[config.mk]
export PLATFORM = sky130hd
export DESIGN_NAME = vga_timing_gen
export DESIGN_NICKNAME = d
export VERILOG_FILES = /design/src/rtl/vga_timing_pkg.sv /design/src/rtl/vga_axis_counter.sv /design/src/rtl/vga_timing_gen.sv
export SDC_FILE = /design/constraint.sdc
export NUM_CORES = 1
export LEC_CHECK = 0
export ABC_AREA = 1
export BUFFER_PORTS_ARGS = -buffer_cell sky130_fd_sc_hd__buf_4
export CORE_UTILIZATION = 41
export CTS_BUF_LIST = sky130_fd_sc_hd__clkbuf_2 sky130_fd_sc_hd__clkbuf_4 sky130_fd_sc_hd__clkbuf_8
export CTS_CLUSTER_SIZE = 20
export DETAILED_ROUTE_END_ITERATION = 7
export GPL_TIMING_DRIVEN = 0
export REMOVE_ABC_BUFFERS = 1
export SLEW_MARGIN = 0
export SYNTH_ARGS = -nofsm -noshare
export SYNTH_HDL_FRONTEND = slang
export SYNTH_HIERARCHICAL = 1
export SYNTH_SLANG_ARGS = --single-unit
[constraint.sdc]
create_clock -name clk -period 2.57 [get_ports clk]
set_input_delay 0.1285 -clock clk [delete_from_list [all_inputs] [get_ports clk]]
set_output_delay 0.1285 -clock clk [all_outputs]
set_load 0.02 [all_outputs]
[src/rtl/vga_timing_pkg.sv]
// rtl/vga_timing_pkg.sv - phase encoding, default 640x480 timing, width helper
package vga_timing_pkg;

    typedef enum logic [1:0] {
        PH_ACTIVE = 2'd0,
        PH_FRONT  = 2'd1,
        PH_SYNC   = 2'd2,
        PH_BACK   = 2'd3
    } phase_e;

    localparam int DEF_H_ACTIVE = 640;
    localparam int DEF_H_FP     = 16;
    localparam int DEF_H_SYNC   = 96;
    localparam int DEF_H_BP     = 48;
    localparam int DEF_V_ACTIVE = 480;
    localparam int DEF_V_FP     = 10;
    localparam int DEF_V_SYNC   = 2;
    localparam int DEF_V_BP     = 33;
    localparam int DEF_COORD_W  = 11;

    // Bits needed to hold a count of 0..(active+fp+sync+bp-1).
    function automatic int total_width(input int active, input int fp,
                                       input int sync, input int bp);
        int total;
        total = active + fp + sync + bp;
        return (total < 2) ? 1 : $clog2(total);
    endfunction

endpackage

[src/rtl/vga_axis_counter.sv]
// rtl/vga_axis_counter.sv - one raster axis: position count plus explicit phase
module vga_axis_counter
    import vga_timing_pkg::*;
#(
    parameter int ACTIVE = 640,
    parameter int FP     = 16,
    parameter int SYNC   = 96,
    parameter int BP     = 48,
    parameter int W      = 11
) (
    input  logic         clk,
    input  logic         rst,
    input  logic         advance,
    output logic [W-1:0] count,
    output phase_e       phase,
    output logic         in_active,
    output logic         in_sync,
    output logic         wrap
);

    localparam int TOTAL = ACTIVE + FP + SYNC + BP;
    localparam logic [W-1:0] ACT_END  = W'(ACTIVE - 1);
    localparam logic [W-1:0] FP_END   = W'(ACTIVE + FP - 1);
    localparam logic [W-1:0] SYNC_END = W'(ACTIVE + FP + SYNC - 1);
    localparam logic [W-1:0] LAST     = W'(TOTAL - 1);

    logic [W-1:0] count_q, count_d;
    phase_e       phase_q, phase_d;

    // Next count and next phase; the phase steps on the last count of each region.
    always_comb begin
        count_d = count_q;
        phase_d = phase_q;
        if (advance) begin
            count_d = (count_q == LAST) ? '0 : count_q + W'(1);
            case (phase_q)
                PH_ACTIVE: if (count_q == ACT_END)  phase_d = PH_FRONT;
                PH_FRONT:  if (count_q == FP_END)   phase_d = PH_SYNC;
                PH_SYNC:   if (count_q == SYNC_END) phase_d = PH_BACK;
                PH_BACK:   if (count_q == LAST)     phase_d = PH_ACTIVE;
                default:                            phase_d = PH_ACTIVE;
            endcase
        end
    end

    // Count and phase registers.
    always_ff @(posedge clk) begin
        if (rst) begin
            count_q <= '0;
            phase_q <= PH_ACTIVE;
        end else begin
            count_q <= count_d;
            phase_q <= phase_d;
        end
    end

    assign count     = count_q;
    assign phase     = phase_q;
    assign in_active = (phase_q == PH_ACTIVE);
    assign in_sync   = (phase_q == PH_SYNC);
    assign wrap      = (count_q == LAST);

endmodule

[src/rtl/vga_timing_gen.sv]
// rtl/vga_timing_gen.sv - raster timing generator: syncs, de, coordinates, strobes
module vga_timing_gen
    import vga_timing_pkg::*;
#(
    parameter int H_ACTIVE   = DEF_H_ACTIVE,
    parameter int H_FP       = DEF_H_FP,
    parameter int H_SYNC     = DEF_H_SYNC,
    parameter int H_BP       = DEF_H_BP,
    parameter int V_ACTIVE   = DEF_V_ACTIVE,
    parameter int V_FP       = DEF_V_FP,
    parameter int V_SYNC     = DEF_V_SYNC,
    parameter int V_BP       = DEF_V_BP,
    parameter bit H_SYNC_POL = 1'b0,
    parameter bit V_SYNC_POL = 1'b0,
    parameter int COORD_W    = DEF_COORD_W
) (
    input  logic               clk,
    input  logic               rst,
    input  logic               pix_ce,
    output logic               hsync,
    output logic               vsync,
    output logic               de,
    output logic [COORD_W-1:0] x,
    output logic [COORD_W-1:0] y,
    output logic               line_start,
    output logic               frame_start
);

    if (H_ACTIVE < 1 || H_FP < 1 || H_SYNC < 1 || H_BP < 1 ||
        V_ACTIVE < 1 || V_FP < 1 || V_SYNC < 1 || V_BP < 1) begin : g_bad_field
        $error("vga_timing_gen: every timing field must be >= 1");
    end
    if (total_width(H_ACTIVE, H_FP, H_SYNC, H_BP) > COORD_W ||
        total_width(V_ACTIVE, V_FP, V_SYNC, V_BP) > COORD_W) begin : g_bad_width
        $error("vga_timing_gen: COORD_W too narrow for H_TOTAL-1 / V_TOTAL-1");
    end

    logic [COORD_W-1:0] h_count, v_count;
    phase_e             h_phase, v_phase;
    logic               h_active, h_in_sync, h_wrap;
    logic               v_active, v_in_sync, v_wrap;

    vga_axis_counter #(
        .ACTIVE(H_ACTIVE), .FP(H_FP), .SYNC(H_SYNC), .BP(H_BP), .W(COORD_W)
    ) u_h (
        .clk(clk), .rst(rst), .advance(pix_ce),
        .count(h_count), .phase(h_phase), .in_active(h_active),
        .in_sync(h_in_sync), .wrap(h_wrap)
    );

    vga_axis_counter #(
        .ACTIVE(V_ACTIVE), .FP(V_FP), .SYNC(V_SYNC), .BP(V_BP), .W(COORD_W)
    ) u_v (
        .clk(clk), .rst(rst), .advance(pix_ce & h_wrap),
        .count(v_count), .phase(v_phase), .in_active(v_active),
        .in_sync(v_in_sync), .wrap(v_wrap)
    );

    logic [COORD_W-1:0] x_q, x_d, y_q, y_d;
    logic de_q, de_d, hsync_q, hsync_d, vsync_q, vsync_d;
    logic line_start_q, line_start_d, frame_start_q, frame_start_d;

    // Output set for the current (pre-increment) counters; strobes drop when idle.
    always_comb begin
        x_d           = x_q;
        y_d           = y_q;
        de_d          = de_q;
        hsync_d       = hsync_q;
        vsync_d       = vsync_q;
        line_start_d  = 1'b0;
        frame_start_d = 1'b0;
        if (pix_ce) begin
            x_d           = h_count;
            y_d           = v_count;
            de_d          = h_active & v_active;
            hsync_d       = h_in_sync ? H_SYNC_POL : ~H_SYNC_POL;
            vsync_d       = v_in_sync ? V_SYNC_POL : ~V_SYNC_POL;
            line_start_d  = (h_count == '0);
            frame_start_d = (h_count == '0) && (v_count == '0);
        end
    end

    // Registered outputs; syncs idle at their inactive level out of reset.
    always_ff @(posedge clk) begin
        if (rst) begin
            x_q           <= '0;
            y_q           <= '0;
            de_q          <= 1'b0;
            hsync_q       <= ~H_SYNC_POL;
            vsync_q       <= ~V_SYNC_POL;
            line_start_q  <= 1'b0;
            frame_start_q <= 1'b0;
        end else begin
            x_q           <= x_d;
            y_q           <= y_d;
            de_q          <= de_d;
            hsync_q       <= hsync_d;
            vsync_q       <= vsync_d;
            line_start_q  <= line_start_d;
            frame_start_q <= frame_start_d;
        end
    end

    assign x           = x_q;
    assign y           = y_q;
    assign de          = de_q;
    assign hsync       = hsync_q;
    assign vsync       = vsync_q;
    assign line_start  = line_start_q;
    assign frame_start = frame_start_q;

endmodule

* Word level (Yosys, flattened, before mapping)
Index checks and enable logic that the tools add are counted.
Operators by class: $add $sub $neg 2, equal/unequal tests 22, multiplexer cells 14, bitwise gates (word level) 3, reduce and logical (&&, ||, !) cells 8
Operators with widths (count):
- 11-bit by 10-bit equality test with 1-bit output, second input constant | 5
- 11-bit by 9-bit equality test with 1-bit output, second input constant | 3
- 11-bit by 1-bit adder with 11-bit output, second input constant | 2
- 11-bit logical NOT | 2
- 11-bit 2-to-1 mux | 2
- 2-bit 2-to-1 mux | 8
- 2-bit one-hot mux with 4 select lines | 2
- 2-bit by 1-bit inequality test with 1-bit output, second input constant | 7
- 5-bit AND reduction | 2
- 2-bit equality test, second input constant | 4
- 2-bit by 1-bit equality test with 1-bit output, second input constant | 2
- 2-bit logical NOT | 2
- 1-bit AND | 2
- 1-bit 2-to-1 mux | 2
- 2-bit inequality test, second input constant | 1
- 2-bit OR reduction | 1
- 1-bit logical AND | 1
- 1-bit NOT | 1
Storage, ports and cells: bits in registers 53, output and inout port bits 27, word-level logic and storage cells 60

* Depth between registers and ports, before layout
depth in word-level cells 3, mapped depth 16, gate-level depth less buffers 16

* Cells and area by module
The synthesis kept the hierarchy.
By module, submodules not included:
- vga_timing_gen | times used 1, cells each 134, area an instance 1097.3 sq um
- vga_axis_counter at u_v | times used 1, cells each 126, area an instance 867.1 sq um
- vga_axis_counter at u_h | times used 1, cells each 118, area an instance 808.3 sq um

* Worst setup path before layout
Ideal clock, no wire load.
path type register to register, start point register u_h.count_q[0], in the netlist u_h/count[0], end point register u_v.count_q[10], in the netlist u_v/count[10], library setup time 0.115 ns, arrival 1.845 ns, slack 0.610 ns, stages on the path, launching flop included 16, path buffers 0, period minus slack after synthesis 1.960 ns, path through dfxtp_1 ha_1 inv_1 nor3_1 nand3_1 inv_1 nand2_1 inv_1 nand2_4 nor2_4 nand3_2 or2_4 nor2_4 nand3_1 nand2_1 nor2_1
On the way: cells in the longest elaborated chain, start to end 2
RTL lines:
- start, declared | RTL line vga_axis_counter.sv:27 | logic [W-1:0] count_q, count_d;
- start signal, assigned | RTL line vga_axis_counter.sv:52 | count_q <= count_d;
- 11-bit by 10-bit equality test with 1-bit output | RTL line vga_axis_counter.sv:61 | assign wrap = (count_q == LAST);
- via h_wrap | RTL line vga_timing_gen.sv:40 | logic h_active, h_in_sync, h_wrap;
- 1-bit AND | RTL line vga_timing_gen.sv:54 | .clk(clk), .rst(rst), .advance(pix_ce & h_wrap),
- end signal, assigned | RTL line vga_axis_counter.sv:52
- end, declared | RTL line vga_axis_counter.sv:27
The timed path passes the listed nets, and every way through them passes these cells. A chain may end at the register's enable or synchronous reset.

* Worst setup path in the final report
start point register u_h.count_q[0], in the netlist u_h/count[0], end point register u_v.count_q[9], in the netlist u_v/count[9]
Same word-level chain as after synthesis.

==> load_flow_metrics.sql <==
INSERT INTO impl_metrics (metric_group, metric, value, unit) VALUES
('hold_path', 'hold_path_class', 'primary input to flip-flop', ''),
('synth', 'synth_simple_gate_area_share', '37.4', '%'),
('floorplan', 'std_cell_rows', '29', ''),
('cts', 'cts_max_path_buffers', '2', ''),
('critical_path', 'worst_ep_required_time', '2830', 'ps'),
('critical_path', 'worstSetupStartpointType', 'flip-flop', ''),
('floorplan', 'die_width', '84.2', 'um'),
('place', 'place_congestion', '0.814', ''),
('synth', 'ys_seq_area_share', '38.3', '%'),
('timing', 'min_period_over_period', '84.7', '%'),
('final_layout', 'seq_area', '0.00106', 'mm2'),
('timing', 'holdWs', '96.2', 'ps'),
('final_layout', 'fin_nets', '423', ''),
('status', 'failing_checks', 'design-rule violations', ''),
('synth', 'muxShareOfSynthArea', '0', '%'),
('critical_path', 'critPathKind', 'flip-flop to flip-flop', ''),
('synth', 'post_synth_num_cell_types', '32', ''),
('critical_path', 'crit_fanout', '5', ''),
('cts', 'clk_latency', '310', 'ps'),
('run', 'cap_violations', '0', ''),
('drt', 'wirelength', '5610', 'um'),
('cts', 'htree_levels', '2', ''),
('drt', 'drt_first_pass_iters', '6', ''),
('drt', 'detailroute.via_count', '2246', ''),
('final_layout', 'multi_input_comb_area', '0.00147', 'mm2'),
('grt', 'first_global_vias', '2023', ''),
('grt', 'antenna_found_initial', '0', ''),
('timing', 'hold_viol', '0', ''),
('drt', 'drt_first_iter_violations', '125', ''),
('final_layout', 'area_growth_syn_to_layout', '11.5', '%'),
('grt', 'globalRouteTotalUtil', '16.8', '%'),
('synth', 'synth-compound-area-share', '7.08', '%'),
('place', 'placedCellCount', '476', ''),
('timing', 'final_worst_path_period_need', '2180', 'ps'),
('grt', 'largest_net_degree_at_the_start_of_global_routing', '35', ''),
('timing', 'timing_limited_maximum_frequency', '459', 'MHz'),
('grt', 'grt_first_pass_wirelength', '9490', 'um'),
('synth', 'synth.ff_latch_count', '53', ''),
('power', 'power.ir.vdd_worst', '0.291', 'mV'),
('status', 'outcome', 'finished with violations', ''),
('floorplan', 'initial_utilization', '43.2', '%'),
('synth', 'synth-adder-area-share', '6.32', '%'),
('timing', 'tns', '0', 'ps'),
('timing', 'slew_headroom', '71.7', '%'),
('floorplan', 'total_i_o_pin_count', '30', ''),
('power', 'cellLeakagePower', '1.36', 'nW'),
('timing', 'timing.clock.skew', '7.39', 'ps'),
('synth', 'syn-instance-count', '378', ''),
('drt', 'routed_via_density', '4.64', ''),
('synth', 'synth_warnings', '6', ''),
('final_layout', 'diodes', '0', ''),
('drt', 'postRouteAntennaNets', '0', ''),
('place', 'post-dp-hpwl', '3970', 'um'),
('final_layout', 'instances_no_fill', '484', ''),
('cts', 'clk_pin_slew', '100', 'ps'),
('synth', 'synth.cell_area', '0.00277', 'mm2'),
('cts', 'cts_inserted_buffers', '5', ''),
('synth', 'yosys.area_share.xor_xnor', '2.21', '%'),
('power', 'post-layout-total-power', '1.49', 'mW'),
('cts', 'tritoncts', 'done', ''),
('cts', 'postCtsSetupBuffers', '0', ''),
('synth', 'largest_family_of_logic_cells_by_synthesized_area', 'simple AND/OR/NAND/NOR gates', ''),
('final_layout', 'drive_above_1_share', '21.1', '%'),
('drt', 'drt_drc_violations_left', '6', ''),
('final_layout', 'nFillCells', '643', ''),
('power', 'p_per_area', '483', 'mW/mm2'),
('critical_path', 'timing.critical_path.arrival', '2440', 'ps'),
('floorplan', 'height_of_the_chip', '84.2', 'um'),
('timing', 'finalSetupViolations', '0', ''),
('cts', 'clock_tree.root_cell', 'clkbuf_8', ''),
('cts', 'clkSinkCount', '53', ''),
('timing', 'rsz0062_at_grt', 'no', ''),
('floorplan', 'floorplan.die_area', '0.00710', 'mm2'),
('floorplan', 'core_area', '0.00642', 'mm2'),
('place', 'port_buffers', '29', ''),
('critical_path', 'worst_setup_path_end_kind', 'flip-flop', ''),
('grt', 'global_route.overflow_total', '0', ''),
('timing', 'maxSlewViolCount', '0', ''),
('synth', 'avgSynthCellArea', '7.34', 'um2'),
('timing', 'worst-slew-pin-transition', '425', 'ps'),
('drt', 'drt-wirelength-per-cell', '11.6', 'um');
==> area by class of cell <==
| type | instances | share of cell area (%) |
|---|---|---|
| Multi-Input combinational cell | 278 | 47.5 |
| Sequential cell | 53 | 34.4 |
| Timing Repair Buffer | 29 | 7.04 |
| Inverter | 39 | 4.98 |
| Tap cell | 77 | 3.12 |
| Clock buffer | 6 | 2.47 |
| Clock inverter | 2 | 0.486 |
==> layer usage <==
metal	track usage, %	share of wire (%)
met3	4.23	4.1
met2	25.8	41
met4	4.70	0.78
met5	0	0
met1	23.4	54
==> critical path, cell delays in order (launching register included) <==
cell,delay [ps]
dfxtp_2,400
ha_1,190
inv_1,60
nor3_1,180
nand3_1,90
inv_1,80
nand2_1,50
inv_1,180
inv_2,100
nor3_4,220
nand3_2,130
nor2_4,140
nand3_1,100
nand2_1,80
inv_1,30
nor2_1,80
==> state kept, by name (all words and copies together), names as in the netlist <==
register / count
de: 1
frame_start: 1
hsync: 1
line_start: 1
u_h/count: 11
u_h/phase: 2
u_v/count: 11
u_v/phase: 2
vsync: 1
x: 11
y: 11
==> layout by cell type (no fill, tap or decap), drive strengths merged <==
cell type  count
nor3          11
nand3b         1
nand4          3
o211ai         1
clkinvlp       2
or2            3
nand2         71
nor2         111
a21oi          9
inv           39
ha            14
o21ai         28
nor3b          3
xnor2          1
buf           29
xor2           6
nand3         16
clkbuf         6
dfxtp         53
==> final timing paths <==
path / from / end / slack (ps) / depth (start not counted)
hold / removal: rst / u_h/count[2]$_SDFFE_PP0P_ / 100 / 2
setup / recovery: u_h/count[0]$_SDFFE_PP0P_ / u_v/count[9]$_SDFFE_PP0P_ / 390 / 15
hold reg to reg: vsync$_SDFFE_PP1P_ / vsync$_SDFFE_PP1P_ / 490 / 2
setup reg to reg: u_h/count[0]$_SDFFE_PP0P_ / u_v/count[9]$_SDFFE_PP0P_ / 390 / 15
==> report_power, final <==
group	internal (mW)	total (mW)	leakage, nW	switching (mW)
logic	0.0534	0.145	0.882	0.0921
registers	0.846	0.862	0.433	0.0153
clock network	0.203	0.486	0.0408	0.283
total	1.10	1.49	1.36	0.390
==> repair_timing <==
action / 4_1_cts / 5_1_grt
gates resized for setup: 0 / 1
hold buffers: 0 / 0
setup endpoints to repair: 0 / 2
==> per-stage QoR <==
stage / area [um2] / util, % / setup slack, ps
after floorplan: 2680 / - / 611
after global placement: 3000 / 46.7 / 336
after detailed placement: 3000 / 46.7 / 321
after CTS: 3090 / 48.1 / 286
after global routing: 3090 / 48.1 / 62.1
final: 3090 / 48.1 / 393
==> synth_stat cells <==
| cell type | n | share of area (%) |
|---|---|---|
| nand2_2 | 4 | 0.90 |
| nor3b_1 | 2 | 0.54 |
| nor3b_2 | 1 | 0.45 |
| nand3_1 | 14 | 2.5 |
| or2_4 | 1 | 0.32 |
| nand2_4 | 1 | 0.41 |
| o21ai_1 | 19 | 3.4 |
| a21oi_2 | 1 | 0.32 |
| xor2_1 | 6 | 1.9 |
| nor2_1 | 83 | 11 |
| nand4_1 | 3 | 0.68 |
| nor2_2 | 24 | 5.4 |
| xnor2_1 | 1 | 0.32 |
| a21oi_1 | 8 | 1.4 |
| nor2_4 | 4 | 1.6 |
| o21ai_0 | 9 | 1.6 |
| ha_1 | 14 | 6.3 |
| inv_2 | 3 | 0.41 |
| o211ai_1 | 1 | 0.27 |
| inv_1 | 35 | 4.7 |
| nor3_1 | 8 | 1.4 |
| nand3b_2 | 1 | 0.41 |
| buf_12 | 2 | 1.4 |
| nor3_4 | 1 | 0.59 |
| buf_6 | 3 | 1.2 |
| inv_8 | 1 | 0.41 |
| dfxtp_1 | 53 | 38 |
| nand3_2 | 2 | 0.72 |
| nand2_1 | 66 | 8.9 |
| or2_2 | 2 | 0.45 |
| nor3_2 | 2 | 0.72 |
| buf_2 | 3 | 0.54 |
==> cells by family (layout without fill, tap and decap cells) <==
| group | after synthesis | in the layout |
|---|---|---|
| AOI/OAI and AO/OA | 38 | 38 |
| xor gates and xnor gates | 7 | 7 |
| adders and majority gates | 14 | 14 |
| buffers and inverters | 47 | 76 |
| DFF | 53 | 53 |
| and+or+nand+nor | 219 | 219 |
(Power assumes the default switching activity.)
